--- config.mk ---
export PLATFORM = sky130hd
export DESIGN_NAME = nibble_serial_adder_flat
export DESIGN_NICKNAME = d
export VERILOG_FILES = /design/src/rtl/nibble_serial_adder_pkg.sv /design/src/rtl/nibble_serial_adder_if.sv /design/src/rtl/nibble_serial_adder_add4_slice.sv /design/src/rtl/nibble_serial_adder.sv /design/src/flat_wrapper.sv
export SDC_FILE = /design/constraint.sdc
export NUM_CORES = 1
export LEC_CHECK = 0
export ABC_CLOCK_PERIOD_IN_PS = 3450
export CAP_MARGIN = 40
export CORE_UTILIZATION = 58
export CTS_BUF_LIST = sky130_fd_sc_hd__clkbuf_8
export DETAILED_ROUTE_END_ITERATION = 12
export GPL_TIMING_DRIVEN = 0
export HOLD_SLACK_MARGIN = 0.08
export PLACE_DENSITY_LB_ADDON = 0.2
export SYNTH_ARGS = -nofsm -noshare
export SYNTH_HDL_FRONTEND = slang
export SYNTH_HIERARCHICAL = 1
export SYNTH_SLANG_ARGS = --single-unit
--- constraint.sdc ---
create_clock -name clk -period 3.45 [get_ports clk]
set_input_delay 0.345 -clock clk [delete_from_list [all_inputs] [get_ports clk]]
set_output_delay 0.345 -clock clk [all_outputs]
set_load 0.02 [all_outputs]
--- src/rtl/nibble_serial_adder_pkg.sv ---
// Shared definitions for the nibble-serial adder: slice width, FSM state encoding and a helper
// that sizes the nibble counter.
package nibble_add_pkg;

  // Adder slice width. Fixed: the datapath is built around a 4-bit ripple-carry slice.
  localparam int unsigned NIB = 4;

  localparam logic [1:0] S_IDLE = 2'd0;
  localparam logic [1:0] S_ADD  = 2'd1;
  localparam logic [1:0] S_DONE = 2'd2;

  typedef enum logic [1:0] {
    StIdle = S_IDLE,
    StAdd  = S_ADD,
    StDone = S_DONE
  } state_e;

  // Counter width for num_nib nibbles; never narrower than one bit so WIDTH=4 still has a counter.
  function automatic int unsigned cnt_width(input int unsigned num_nib);
    int unsigned w;
    w = $clog2(num_nib);
    return (w < 1) ? 1 : w;
  endfunction

endpackage

--- src/rtl/nibble_serial_adder_if.sv ---
// Handshake and data bundle of the nibble-serial adder.
//   in_valid/in_ready   : operand handshake (a, b, cin)
//   out_valid/out_ready : result handshake (sum, cout)
//   busy                : operation in progress
// master = producer/consumer around the adder, slave = the adder itself.
interface nibble_serial_adder_if #(
  parameter int unsigned WIDTH = 16
);
  logic             in_valid;
  logic             in_ready;
  logic [WIDTH-1:0] a;
  logic [WIDTH-1:0] b;
  logic             cin;
  logic             out_valid;
  logic             out_ready;
  logic [WIDTH-1:0] sum;
  logic             cout;
  logic             busy;

  modport master (
    output in_valid, a, b, cin, out_ready,
    input  in_ready, out_valid, sum, cout, busy
  );

  modport slave (
    input  in_valid, a, b, cin, out_ready,
    output in_ready, out_valid, sum, cout, busy
  );

endinterface

--- src/rtl/nibble_serial_adder_add4_slice.sv ---
// Combinational 4-bit ripple-carry adder built from full-adder equations.
//   a, b : addend nibbles
//   cin  : carry in
//   sum  : a + b + cin (low 4 bits)
//   cout : carry out of bit 3
module add4_slice
  import nibble_add_pkg::*;
(
  input  logic [NIB-1:0] a,
  input  logic [NIB-1:0] b,
  input  logic           cin,
  output logic [NIB-1:0] sum,
  output logic           cout
);

  logic [NIB:0] c;

  assign c[0] = cin;

  for (genvar i = 0; i < NIB; i++) begin : g_fa
    assign sum[i]   = a[i] ^ b[i] ^ c[i];
    assign c[i+1]   = (a[i] & b[i]) | (c[i] & (a[i] ^ b[i]));
  end

  assign cout = c[NIB];

endmodule

--- src/rtl/nibble_serial_adder.sv ---
// Multi-cycle WIDTH-bit adder that processes one nibble per cycle through a single 4-bit slice.
// The inter-nibble carry is registered and the result is assembled LSB-first into a shift
// register filled from the MSB end.
//   clk    : rising-edge clock
//   rst    : asynchronous active-high reset
//   bus_io : operand/result handshakes (slave side), see nibble_serial_adder_if
// WIDTH must be a multiple of 4 and at least 4.
module nibble_serial_adder
  import nibble_add_pkg::*;
#(
  parameter int unsigned WIDTH = 16
) (
  input  logic                 clk,
  input  logic                 rst,
  nibble_serial_adder_if.slave bus_io
);

  localparam int unsigned NUM_NIB = WIDTH / NIB;
  localparam int unsigned CntW    = cnt_width(NUM_NIB);

  state_e            state_q, state_d;
  logic [WIDTH-1:0]  a_sh_q, a_sh_d;
  logic [WIDTH-1:0]  b_sh_q, b_sh_d;
  logic [WIDTH-1:0]  res_q, res_d;
  logic [WIDTH-1:0]  sum_q, sum_d;
  logic              carry_q, carry_d;
  logic              cout_q, cout_d;
  logic [CntW-1:0]   cnt_q, cnt_d;

  logic [NIB-1:0]    slice_sum;
  logic              slice_cout;
  logic              last_nib;

  add4_slice u_slice (
    .a    (a_sh_q[NIB-1:0]),
    .b    (b_sh_q[NIB-1:0]),
    .cin  (carry_q),
    .sum  (slice_sum),
    .cout (slice_cout)
  );

  assign last_nib = (cnt_q == CntW'(NUM_NIB - 1));

  always_comb begin
    state_d = state_q;
    a_sh_d  = a_sh_q;
    b_sh_d  = b_sh_q;
    res_d   = res_q;
    sum_d   = sum_q;
    carry_d = carry_q;
    cout_d  = cout_q;
    cnt_d   = cnt_q;

    case (state_q)
      StIdle: begin
        if (bus_io.in_valid) begin
          a_sh_d  = bus_io.a;
          b_sh_d  = bus_io.b;
          carry_d = bus_io.cin;
          cnt_d   = '0;
          state_d = StAdd;
        end
      end

      StAdd: begin
        // Shift-based form keeps WIDTH == NIB legal (no zero-width slices).
        res_d   = (res_q >> NIB) | (WIDTH'(slice_sum) << (WIDTH - NIB));
        carry_d = slice_cout;
        a_sh_d  = a_sh_q >> NIB;
        b_sh_d  = b_sh_q >> NIB;
        cnt_d   = cnt_q + CntW'(1);
        if (last_nib) begin
          // Output registers load only on entry to DONE so they stay put under backpressure.
          sum_d   = res_d;
          cout_d  = slice_cout;
          state_d = StDone;
        end
      end

      StDone: begin
        if (bus_io.out_ready) begin
          state_d = StIdle;
        end
      end

      default: state_d = StIdle;
    endcase
  end

  always_ff @(posedge clk or posedge rst) begin
    if (rst) begin
      state_q <= StIdle;
      a_sh_q  <= '0;
      b_sh_q  <= '0;
      res_q   <= '0;
      sum_q   <= '0;
      carry_q <= 1'b0;
      cout_q  <= 1'b0;
      cnt_q   <= '0;
    end else begin
      state_q <= state_d;
      a_sh_q  <= a_sh_d;
      b_sh_q  <= b_sh_d;
      res_q   <= res_d;
      sum_q   <= sum_d;
      carry_q <= carry_d;
      cout_q  <= cout_d;
      cnt_q   <= cnt_d;
    end
  end

  assign bus_io.in_ready  = (state_q == StIdle);
  assign bus_io.out_valid = (state_q == StDone);
  assign bus_io.busy      = (state_q != StIdle);
  assign bus_io.sum       = sum_q;
  assign bus_io.cout      = cout_q;

endmodule

--- src/flat_wrapper.sv ---
// flat-port wrapper written by rule: the top's interface ports become plain ports
module nibble_serial_adder_flat import nibble_add_pkg::*;
#(
  parameter int unsigned WIDTH = 16
)
  (clk, rst, bus_io_in_valid, bus_io_a, bus_io_b, bus_io_cin, bus_io_out_ready, bus_io_in_ready, bus_io_out_valid, bus_io_sum, bus_io_cout, bus_io_busy);
  nibble_serial_adder_if #(.WIDTH(WIDTH)) bus_io_i ();
  input  logic clk;
  input  logic rst;
  input wire logic [$bits(bus_io_i.in_valid)-1:0] bus_io_in_valid;
  input wire logic [$bits(bus_io_i.a)-1:0] bus_io_a;
  input wire logic [$bits(bus_io_i.b)-1:0] bus_io_b;
  input wire logic [$bits(bus_io_i.cin)-1:0] bus_io_cin;
  input wire logic [$bits(bus_io_i.out_ready)-1:0] bus_io_out_ready;
  output wire logic [$bits(bus_io_i.in_ready)-1:0] bus_io_in_ready;
  output wire logic [$bits(bus_io_i.out_valid)-1:0] bus_io_out_valid;
  output wire logic [$bits(bus_io_i.sum)-1:0] bus_io_sum;
  output wire logic [$bits(bus_io_i.cout)-1:0] bus_io_cout;
  output wire logic [$bits(bus_io_i.busy)-1:0] bus_io_busy;
  assign bus_io_i.in_valid = bus_io_in_valid;
  assign bus_io_i.a = bus_io_a;
  assign bus_io_i.b = bus_io_b;
  assign bus_io_i.cin = bus_io_cin;
  assign bus_io_i.out_ready = bus_io_out_ready;
  assign bus_io_in_ready = bus_io_i.in_ready;
  assign bus_io_out_valid = bus_io_i.out_valid;
  assign bus_io_sum = bus_io_i.sum;
  assign bus_io_cout = bus_io_i.cout;
  assign bus_io_busy = bus_io_i.busy;
  nibble_serial_adder #(.WIDTH(WIDTH)) u_core (.clk(clk), .rst(rst), .bus_io(bus_io_i));
endmodule
# Word level (Yosys, flattened, before mapping)
# Index checks and enable logic that the tools add are counted.
word_totals:
  reg_bits: 70
  wordCells: 54
  output_inout_bits: 20
  in_bits: 37
op_classes:
  bitwise: 21
  add_sub_neg: 1
  n_eq_ne: 6
  n_reduce_logical: 6
  muxes: 12
op_table:
  columns: ["cell", "count"]
  rows:
  - ["one-hot mux 16 bit (2 select lines)", 2]
  - ["2-to-1 mux 16 bit", 2]
  - ["OR 12 x 16 -> 16 bit", 1]
  - ["bitwise AND 1 bit", 8]
  - ["2-to-1 mux 2 bit", 4]
  - ["XOR 1 bit", 8]
  - ["one-hot mux 2 bit (3 select lines)", 1]
  - ["== test 2 bit, second input constant", 2]
  - ["inequality test 2 bit, second input constant", 2]
  - ["OR 1 bit", 4]
  - ["one-hot mux 2 bit (2 select lines)", 1]
  - ["AND reduction 2 bit", 2]
  - ["nonzero test 2 bit", 2]
  - ["AND reduction 3 bit", 1]
  - ["adder 2 x 1 -> 2 bit, second input constant", 1]
  - ["== test 2 x 1 -> 1 bit, second input constant", 1]
  - ["zero test 2 bit", 1]
  - ["inequality test 2 x 1 -> 1 bit, second input constant", 1]
  - ["one-hot mux 1 bit (2 select lines)", 1]
  - ["2-to-1 mux 1 bit", 1]

# Logic depth before layout (Yosys ltp)
# Gate-level depths: netlist of run 1.
depth:
  word_depth: 10
  mapped_depth: 10
  mapped_depth_nobuf: 10

# By module
# Netlist of run 1, hierarchy kept.
modules_own_cells:
  columns: ["mod", "cells_per_inst", "area_per_inst_um2", "instances", "seq_area_each_um2"]
  rows:
  - ["nibble_serial_adder", 271, 2895.3, 1, 1651.6]
  - ["add4_slice", 14, 117.6, 1, 0.0]

# Worst setup path after synthesis of run 1
# No wires, ideal clock.
synth_timing:
  kind: "register to register"
  from: "reg u_core.a_sh_q[0]"
  to: "reg u_core.sum_q[15] (netlist: u_core/bus_io.sum[15])"
  n_path_buf: 0
  t_required_ns: 3.385
  synth_period_minus_slack_ns: 2.112
  setup_time_ns: 0.065
  t_arrival_ns: 2.048
  stages_incl_launch_ff: 10
  setup_slack_ns: 1.338
  cell_sequence: "dfrtp_1 fa_1 inv_1 fa_1 inv_1 fa_1 inv_1 fa_1 inv_1 mux2_2"
synth_between:
  elab_chain_cells: 9
  word_cells_on_any_way: 10
  classes_between: "bitwise: 10"
synth_lines:
  columns: ["item", "line", "source"]
  rows:
  - ["start: declaration", "nibble_serial_adder.sv:22", "logic [WIDTH-1:0] a_sh_q, a_sh_d;"]
  - ["start signal: assignment", "nibble_serial_adder.sv:102", "a_sh_q <= a_sh_d;"]
  - ["XOR 1 bit", "nibble_serial_adder_add4_slice.sv:22", "assign c[i+1] = (a[i] & b[i]) | (c[i] & (a[i] ^ b[i]));"]
  - ["bitwise AND 1 bit", "nibble_serial_adder_add4_slice.sv:22", null]
  - ["OR 1 bit *", "nibble_serial_adder_add4_slice.sv:22", null]
  - ["bitwise AND 1 bit *", "nibble_serial_adder_add4_slice.sv:22", null]
  - ["OR 1 bit *", "nibble_serial_adder_add4_slice.sv:22", null]
  - ["bitwise AND 1 bit *", "nibble_serial_adder_add4_slice.sv:22", null]
  - ["OR 1 bit *", "nibble_serial_adder_add4_slice.sv:22", null]
  - ["XOR 1 bit *", "nibble_serial_adder_add4_slice.sv:21", "assign sum[i] = a[i] ^ b[i] ^ c[i];"]
  - ["net u_core.slice_sum[3]", "nibble_serial_adder.sv:30", "logic [NIB-1:0] slice_sum;"]
  - ["OR 12 x 16 -> 16 bit *", "nibble_serial_adder.sv:67", "res_d = (res_q >> NIB) | (WIDTH'(slice_sum) << (WIDTH - NIB));"]
  - ["end signal: assignment", "nibble_serial_adder.sv:105", "sum_q <= sum_d;"]
  - ["end: declaration", "nibble_serial_adder.sv:25", "logic [WIDTH-1:0] sum_q, sum_d;"]
# The timed path passes the listed nets; every way through them passes the cells marked *.
# A chain may end at the register's enable or synchronous reset.

# Worst setup path in the final report of run 1
layout_timing:
  from: "reg u_core.state_q[0]"
  to: "out bus_io_in_ready"
layout_between:
  elab_chain_cells: 1
layout_lines:
  columns: ["item", "line", "source"]
  rows:
  - ["start: declaration", "nibble_serial_adder.sv:21", "state_e state_q, state_d;"]
  - ["start signal: assignment", "nibble_serial_adder.sv:92", "state_q <= StIdle;"]
  - ["start signal: assignment", "nibble_serial_adder.sv:101", "state_q <= state_d;"]
  - ["zero test 2 bit", "nibble_serial_adder.sv:112", "assign bus_io.in_ready = (state_q == StIdle);"]
  - ["end: declaration", "flat_wrapper.sv:15", "output wire logic [$bits(bus_io_i.in_ready)-1:0] bus_io_in_ready;"]
# Every way passes these cells.

==> results of run 1 <==
==> synth_stat cells, types with 7 or more instances <==
cell type  instances  area (um2)
o21ai_0           10        50.1
mux2_2             8        90.1
o32ai_1           10        87.6
buf_2              7        35.0
dfrtp_1           66        1650
o22ai_1           22         138
mux2_4             9         135
nor2_1            16        60.1
nor3_1            41         205
inv_1             13        48.8
nand2_1           42         158
clkbuf_1           7        26.3
==> final cells by class <==
type | instances | area (um2)
Clock buffer | 9 | 124
Multi-Input combinational cell | 185 | 1190
Fill cell | 311 | 936
Inverter | 13 | 48.8
Tap cell | 67 | 83.8
Timing Repair Buffer | 57 | 598
Sequential cell | 66 | 1650
Clock inverter | 7 | 93.8
Buffer | 21 | 125
==> critical path: cells and delay by family, from the launching register on <==
family	cells	cell delay, ns
buffers and inverters	4	1.07
DFF	1	0.39
and+or+nand+nor	1	0.36
==> stage by stage <==
stage	utilization [%]	total power (W)	cell area [um2]	hold WS, ns	setup slack [ns]
after detailed placement	76.2	0.00319	3690	0.471	1.22
after global placement	75.2	0.00309	3650	0.459	0.393
after global routing	80.7	0.00416	3910	0.364	0.864
final	80.7	0.00389	3910	0.338	0.942
after floorplan	-	0.00257	3010	0.431	1.34
after CTS	80.7	0.00390	3910	0.332	0.929
==> flip-flops by register name, indices dropped and copies added (netlist names) <==
register / cells
u_core/bus_io.cout: 1
u_core/res_q: 12
u_core/b_sh_q: 16
u_core/cnt_q: 2
u_core/a_sh_q: 16
u_core/carry_q: 1
u_core/state_q: 2
u_core/bus_io.sum: 16
==> kinds of logic (layout without fill, tap and decap cells) <==
| kind of cell | Yosys count | after routing |
|---|---|---|
| buffers and inverters | 34 | 107 |
| multiplexers | 17 | 17 |
| adder cells (fa/ha/maj) | 5 | 5 |
| flip-flops | 66 | 66 |
| AND/OR/NAND/NOR | 112 | 112 |
| AO/OA/AOI/OAI | 51 | 51 |
==> report_power, final <==
group	internal (W)	switching, W
combinational	0.000823	0.000956
clock	0.000405	0.000290
sequential	0.00115	0.000270
==> worst min-delay path by stage <==
| stage | from | end | slack [ns] |
|---|---|---|---|
| final | rst | u_core/a_sh_q[13] | 0.34 |
| after global routing | rst | u_core/res_q[11] | 0.36 |
| after CTS | bus_io_in_valid | u_core/state_q[0] | 0.33 |
| after detailed placement | u_core/res_q[6] | u_core/res_q[6] | 0.47 |
| after global placement | u_core/res_q[5] | u_core/res_q[5] | 0.46 |
| after floorplan | bus_io_out_ready | u_core/state_q[1] | 0.43 |
==> layer usage <==
layer  vias up  share of wire [%]
met5         -                  0
li1       1135                  -
met3         8                6.8
met2        90                 49
met1      1158                 43
met4         0                1.1
==> impl_results.md, run 1 <==
* WL final at 6690 um
* Worst Tran Pin Value at 0.481 ns
* Slew Viols, Final at 0
* Wire per inst at 15.7 um
* Hold_buf cts at 0
* Post-route DRC at 0
* FF+latch count, synth at 66
* Reg-to-Reg Start: u_core/a_sh_q[0]
* Die Height at 74.1 um
* GRT Residual Overflow at 0
* Worst-Skew Late Latency at 0.34 ns
* Tcrit/Tclk final at 72.7%
* Synth unique cells at 29
* R2R Path End: u_core/bus_io.sum[15]
* Largest net degree at the start of global routing at 26
* Clock skew at 0.00369 ns
* CTS resizes at 0
* CP Class: reg2out
* Die W at 74.1 um
* Number of diodes at 0
* Slowest-stage cell, CP: clkdlybuf4s50_1
* Grt met1 use at 36.1%
* Hold Vio Cnt, Final at 0
* CTS tree: yes
* Register area share after synthesis at 54.8%
* Synthesized-area fraction occupied by and/or/nand/nor cells at 17.4%
* Min cycle time layout at 2.51 ns
* Layout cell share with drive strength beyond 1 at 15.6%
* Gr busiest metal: met2
* I/O pins at 57
* Post-Synth Adder-Cell Area at 3.07%
* Top_reg_cell synth: dfrtp_1
* RSZ-0062 raised after global routing: false
* Synth-to-Final Area Change at 29.9%
* CTS root buf: clkbuf_8
* Routability cong. at 0.823
* Fmax at 399 MHz
* Iter 0 DRT Violations at 99
* Nets at 395
* Max_slew headroom at 67.9%
* Pre-antenna DRT Iters at 5
* CP startpoint: u_core/state_q[0]
* Hpwl dp at 4870 um
* Core ar. at 4850 um2
* CP startpoint kind: flip-flop
* Layout Cells excl Fill at 425
* # Max-Cap Violations at 0
* WP data arrival at 2.16 ns
* Antenna viol nets, final at 0
* Postcts setup bufs at 0
* IO buf count at 55
* Crit path max fanout at 10
* Gr usage total at 27.5%
* Initial antenna violation count at 0
* Post-Syn Instances at 285
* Leading cell type in the layout, fill and taps excluded: dfrtp_1
* Cells along the critical path: buf_2, clkbuf_1, or2_2, inv_1, clkdlybuf4s50_1
* Clock Tree Buf Depth at 2
* Leak Pwr at 1.75 nW
* Post-synth ARST share at 100%
* Setup_tns at 0 ns
* Count of final setup violators at 0
* Critical Path End Type: output port
* Clk sinks at 66
* First-pass GRT wire length at 11000 um
* Post-Synthesis Net Count at 327
* Syn Std Cell Area at 3010 um2
* CTS H-tree lvls at 3
* Die ar. at 5490 um2
* Flop-to-flop setup slack at 1.17 ns
* Post-Place Cells at 409
* HP Class: in2async
* Row count at 25
* Synthesized area per cell at 10.6 um2
* Multiplexer area fraction after synthesis at 7.48%
* Xor/xnor share of the synthesized area at 0%
* Worst vdd ir at 0.000569 V
* Max incr delay on CP at 0.59 ns
* Worst Setup EP: bus_io_in_ready
* GR Util met2 at 43.4%
* CP required at 3.11 ns
* Via count of the first global-routing pass at 2367
* Commonest cells after routing, fill and taps aside: dfrtp_1, clkdlybuf4s50_1, nand2_1, nor3_1, o22ai_1
* Via Count at 2391
* Met3 Usage GRT at 8.81%
* Initial Util at 62.1%
* Status: complete, no violations
* Synth warnings at 6
* Clock-pin slew on the worst setup and hold paths at 0.07 ns
* CTS Buf Count at 9
* Main combinational cell family by area after synthesis: simple AND/OR/NAND/NOR gates
* Post-synth EDFFs at 0
* Cell Pwr Density at 995 nW/um2
* Vias per std cell at 5.63
* Synth Area in Compound Gates at 11.5%
* FF-to-FF path depth at 9
No activity file was read; power rests on OpenSTA's default activity.
==> run 2: changes to the inputs <==
- ABC_CLOCK_PERIOD_IN_PS: 3450 -> 2000
- CORE_UTILIZATION: 58 -> 48
- clock period: 3.45 -> 2 ns (I/O delays scaled with it)
==> impl_results.md, run 2 (same netlist as run 1, synthesis figures left out) <==
* Commonest cells after routing, fill and taps aside: dfrtp_1, clkdlybuf4s50_1, nand2_1, nor3_1, o22ai_1
* Tcrit/Tclk final at 107%
* Clk sinks at 66
* Worst vdd ir at 0.000870 V
* Final worst slack at -0.138 ns
* Hold_buf cts at 0
* Via count of the first global-routing pass at 2313
* Row count at 28
* Top delay family on crit path: adder cells
* CTS root buf: clkbuf_8
* Initial Util at 50.3%
* Pre-antenna DRT Iters at 4
* Die Height at 81.2 um
* Routability cong. at 0.810
* Largest net degree at the start of global routing at 67
* Flop-to-flop setup slack at -0.14 ns
* Leading cell type in the layout, fill and taps excluded: dfrtp_1
* Leak Pwr at 1.73 nW
* Count of final setup violators at 3
* Layout cell share with drive strength beyond 1 at 19.3%
* R2R Path End: u_core/bus_io.sum[15]
* Design Area, Final at 3880 um2
* Hold EP: u_core/state_q[0]
* Cell Pwr Density at 1690 nW/um2
* FF-to-FF path depth at 9
* Final core utilization at 64.8%
* Critical Path End Type: flip-flop
* Worst-Skew Late Latency at 0.34 ns
* Clock skew at 0.0105 ns
* Worst Tran Pin Value at 0.808 ns
* WP data arrival at 2.42 ns
* Vias per std cell at 5.52
* First-pass GRT wire length at 11200 um
* CP required at 2.29 ns
* Reg-to-Reg Start: u_core/a_sh_q[0]
* Total Power at 0.00656 W
* Post-Place Cells at 415
* CP Class: reg2reg
* Post-route DRC at 0
* Initial antenna violation count at 0
* Top cell by count, worst path: inv_2
* Die ar. at 6600 um2
* Max_slew headroom at 46.1%
* Hold Vio Cnt, Final at 0
* Clock-pin slew on the worst setup and hold paths at 0.08 ns
* Via Count at 2390
* Cells along the critical path: fa_2, inv_2, fa_2, inv_2, fa_2, inv_2, fa_1, inv_2, mux2_2
* WL final at 6660 um
* Antenna viol nets, final at 0
* Clock Tree Buf Depth at 2
* CP startpoint kind: flip-flop
* Fmax at 468 MHz
* Number of diodes at 0
* Synth-to-Final Area Change at 28.8%
* I/O pins at 57
* Die W at 81.2 um
* CTS tree: yes
* Failing checks: setup timing
* Worst hold slack at 0.191 ns
* Core ar. at 5990 um2
* CTS H-tree lvls at 3
* Min cycle time layout at 2.14 ns
* Wire per inst at 15.4 um
* GRT Residual Overflow at 0
* CTS Buf Count at 9
* Status: finished, violations left
* Slew Viols, Final at 0
* Hpwl dp at 4740 um
* Hold Startpoint: bus_io_in_valid
* # Max-Cap Violations at 0
* Gr usage total at 23.1%
* Worst hold stages at 3
* Iter 0 DRT Violations at 204
* Crit path max fanout at 2
* Slowest-stage cell, CP: fa_1
* Layout Cells excl Fill at 433
* HP Class: in2reg
* Fill cells at 483
* Nets at 395
* IO buf count at 55
* Placed cell area at 3670 um2
* Max incr delay on CP at 0.42 ns
* RSZ-0062 raised after global routing: true
* WP buf/inv at 4
==> run 2: cell count changes in the layout (fill, tap and decap cells not counted), moves of 3 or more <==
cell,change
fa_1,-3
inv_6,+4
clkdlybuf4s50_1,-3
inv_2,+4
inv_1,-5
buf_4,+4
fa_2,+3
==> run 2: worst max-delay path by stage <==
stage	slack (ns)	depth (start not counted)	to	startpoint
3_5_place_dp	-0.16	9	u_core/bus_io.sum[15]	u_core/a_sh_q[0]
2_1_floorplan	-0.07	9	u_core/bus_io.sum[15]	u_core/a_sh_q[0]
5_1_grt	-0.21	9	u_core/bus_io.sum[15]	u_core/a_sh_q[0]
3_3_place_gp	-1.04	2	u_core/b_sh_q[1]	rst
4_1_cts	-0.15	9	u_core/bus_io.sum[15]	u_core/a_sh_q[0]
6_report	-0.14	9	u_core/bus_io.sum[15]	u_core/a_sh_q[0]
==> run 2: through the flow <==
stage / worst slack, ns / TNS [ns]
after global routing: -0.209 / -0.493
after CTS: -0.145 / -0.284
after global placement: -1.04 / -68.90
after detailed placement: -0.160 / -0.305
final: -0.138 / -0.271
after floorplan: -0.0697 / -0.0893
==> run 2: per-layer routing <==
metal / up-vias / routed length, um / track usage [%]
met4: 0 / 98 / 9.82
li1: 1133 / - / -
met2: 72 / 3220 / 35.7
met5: - / 0 / 0
met1: 1176 / 2990 / 31.7
met3: 9 / 342 / 4.27
==> run 2: final cells by class <==
type	count	area [um2]	share of cell area, %
buffer	20	128	3.29
clock buffer	9	124	3.19
clock inverter	7	57.6	1.48
inverter	13	51.3	1.32
multi-input combinational	185	1200	31.0
sequential	66	1650	42.6
tap	75	93.8	2.42
timing repair buffer	58	572	14.7
==> run 2: where the power goes <==
group / internal [W] / total, W / leakage (nW) / switching, W
Combinational: 0.00146 / 0.00309 / 0.842 / 0.00163
Clock: 0.000466 / 0.00103 / 0.0833 / 0.000567
Sequential: 0.00198 / 0.00244 / 0.803 / 0.000459
Total: 0.00390 / 0.00656 / 1.73 / 0.00265
==> run 2: repair_timing <==
action / in CTS / in global routing
buffers inserted: 3 / 0
pin swaps: 1 / 2
cloned: 0 / 0
gates resized for setup: 11 / 4
setup endpoints to repair: 6 / 6
==> run 2: tightest hold or removal path: stages <==
cell and delay (ns):
buf_2 0.16, nand2b_1 0.08, a21oi_1 0.05
==> run 3: changes to the inputs <==
- CTS_CLUSTER_SIZE: not set -> 10
- SLEW_MARGIN: not set -> 40
==> impl_results.md, run 3 (same netlist as run 1, synthesis figures left out) <==
* Cell Pwr Density at 1700 nW/um2
* Core ar. at 5990 um2
* Worst vdd ir at 0.000827 V
* Via count of the first global-routing pass at 2281
* Design Area, Final at 3930 um2
* Max_slew headroom at 67.0%
* Total Power at 0.00667 W
* Antenna viol nets, final at 0
* Post-Place Cells at 416
* Clock Tree Buf Depth at 2
* Slew Viols, Final at 0
* CTS tree: yes
* Placed cell area at 3690 um2
* Top delay family on crit path: adder cells
* Nets at 397
* Die Height at 81.2 um
* Worst Tran Pin Value at 0.495 ns
* Initial Util at 50.3%
* Layout cell share with drive strength beyond 1 at 19.4%
* Cells along the critical path: fa_2, inv_2, fa_2, inv_2, fa_2, inv_2, fa_1, inv_1, mux2_2
* Commonest cells after routing, fill and taps aside: dfrtp_1, clkdlybuf4s50_1, nand2_1, nor3_1, o22ai_1
* Clock skew at 0.00510 ns
* Initial antenna violation count at 0
* Slowest-stage cell, CP: dfrtp_1
* Vias per std cell at 5.49
* Die ar. at 6600 um2
* Clock-pin slew on the worst setup and hold paths at 0.07 ns
* Iter 0 DRT Violations at 137
* Largest net degree at the start of global routing at 36
* WP data arrival at 2.43 ns
* Critical Path End Type: flip-flop
* Synth-to-Final Area Change at 30.3%
* Routability cong. at 0.810
* Post-route DRC at 0
* Fmax at 465 MHz
* Pre-antenna DRT Iters at 4
* I/O pins at 57
* Reg-to-Reg Start: u_core/a_sh_q[0]
* CP required at 2.28 ns
* Status: finished, violations left
* Tcrit/Tclk final at 108%
* Hold Vio Cnt, Final at 0
* Fill cells at 472
* GRT Residual Overflow at 0
* Row count at 28
* Worst hold slack at 0.189 ns
* Failing checks: setup timing
* CTS Buf Count at 9
* Layout Cells excl Fill at 435
* Leading cell type in the layout, fill and taps excluded: dfrtp_1
* # Max-Cap Violations at 0
* CTS H-tree lvls at 3
* CP startpoint: u_core/a_sh_q[0]
* WP buf/inv at 4
* Die W at 81.2 um
* Min cycle time layout at 2.15 ns
* Gr usage total at 23.1%
* CTS root buf: clkbuf_8
* Clk sinks at 66
* CP startpoint kind: flip-flop
* Max incr delay on CP at 0.41 ns
* Worst-Skew Late Latency at 0.34 ns
* WL final at 6730 um
* Number of diodes at 0
* Hpwl dp at 4880 um
* Leak Pwr at 1.76 nW
* HP Class: in2reg
* Final worst slack at -0.150 ns
* Crit path max fanout at 2
* Count of final setup violators at 3
* First-pass GRT wire length at 11100 um
* Via Count at 2389
* CP Class: reg2reg
* Hold Startpoint: bus_io_in_valid
* Wire per inst at 15.5 um
* RSZ-0062 raised after global routing: true
* IO buf count at 55
* Hold_buf cts at 0
[run 3: cell count changes in the layout (fill, tap and decap cells not counted)]
cell | before | now
inv_1 | 7 | 8
inv_6 | 4 | 2
clkinvlp_4 | 3 | 1
clkinv_2 | 0 | 1
bufinv_16 | 0 | 1
clkinv_4 | 0 | 2
buf_2 | 5 | 6
buf_12 | 0 | 1
inv_2 | 5 | 4
[run 3: stage by stage]
step	setup slack [ns]	util, %	setup TNS, ns
6_report	-0.150	65.5	-0.298
5_1_grt	-0.235	65.5	-0.557
4_1_cts	-0.143	65.3	-0.269
3_5_place_dp	-0.163	61.5	-0.307
3_3_place_gp	-1.04	61.2	-68.90
2_1_floorplan	-0.0697	-	-0.0893
[run 3: area by class of cell]
| type | instances | area, um2 | area share [%] |
|---|---|---|---|
| well taps | 75 | 93.8 | 2.39 |
| clock buffers | 9 | 124 | 3.16 |
| repair buffers | 60 | 599 | 15.3 |
| multi-input cells | 185 | 1200 | 30.6 |
| inverters | 13 | 51.3 | 1.31 |
| plain buffers | 20 | 125 | 3.19 |
| clock inverters | 7 | 77.6 | 1.98 |
| flip-flops and latches | 66 | 1650 | 42.1 |
[run 3: final timing paths]
kind                                               to  slack (ns)  cells past startpoint
worst min register to register        u_core/res_q[5]        0.48                      2
worst max register to register  u_core/bus_io.sum[15]       -0.15                      9
worst max-delay path            u_core/bus_io.sum[15]       -0.15                      9
max in group asynchronous           u_core/state_q[1]        1.25                      3
min in group asynchronous        u_core/bus_io.sum[7]        0.23                      2
worst min-delay path                u_core/state_q[0]        0.19                      3
[run 3: per-layer routing]
layer | up-vias | global-route usage [%] | routed length, um
met5 | - | 0 | 0
met4 | 0 | 8.21 | 74
met3 | 8 | 5.96 | 324
met2 | 80 | 35.3 | 3280
met1 | 1161 | 31.6 | 3050
li1 | 1140 | - | -
[run 3: what timing repair did]
item,4_1_cts,5_1_grt
setup buffers,3,1
gates resized for setup,10,3
setup endpoints to repair,6,6
pin swaps,1,1
[run 3: worst min-delay path, stage by stage]
cell,delay (ns)
buf_2,0.16
nand2b_1,0.08
a21oi_1,0.05
[run 3: power by group]
group / internal, W / switching [W] / total [W] / leakage, nW
Combinational: 0.00147 / 0.00163 / 0.00310 / 0.855
Clock: 0.000586 / 0.000544 / 0.00113 / 0.100
Sequential: 0.00198 / 0.000457 / 0.00243 / 0.803
Total: 0.00403 / 0.00264 / 0.00667 / 1.76
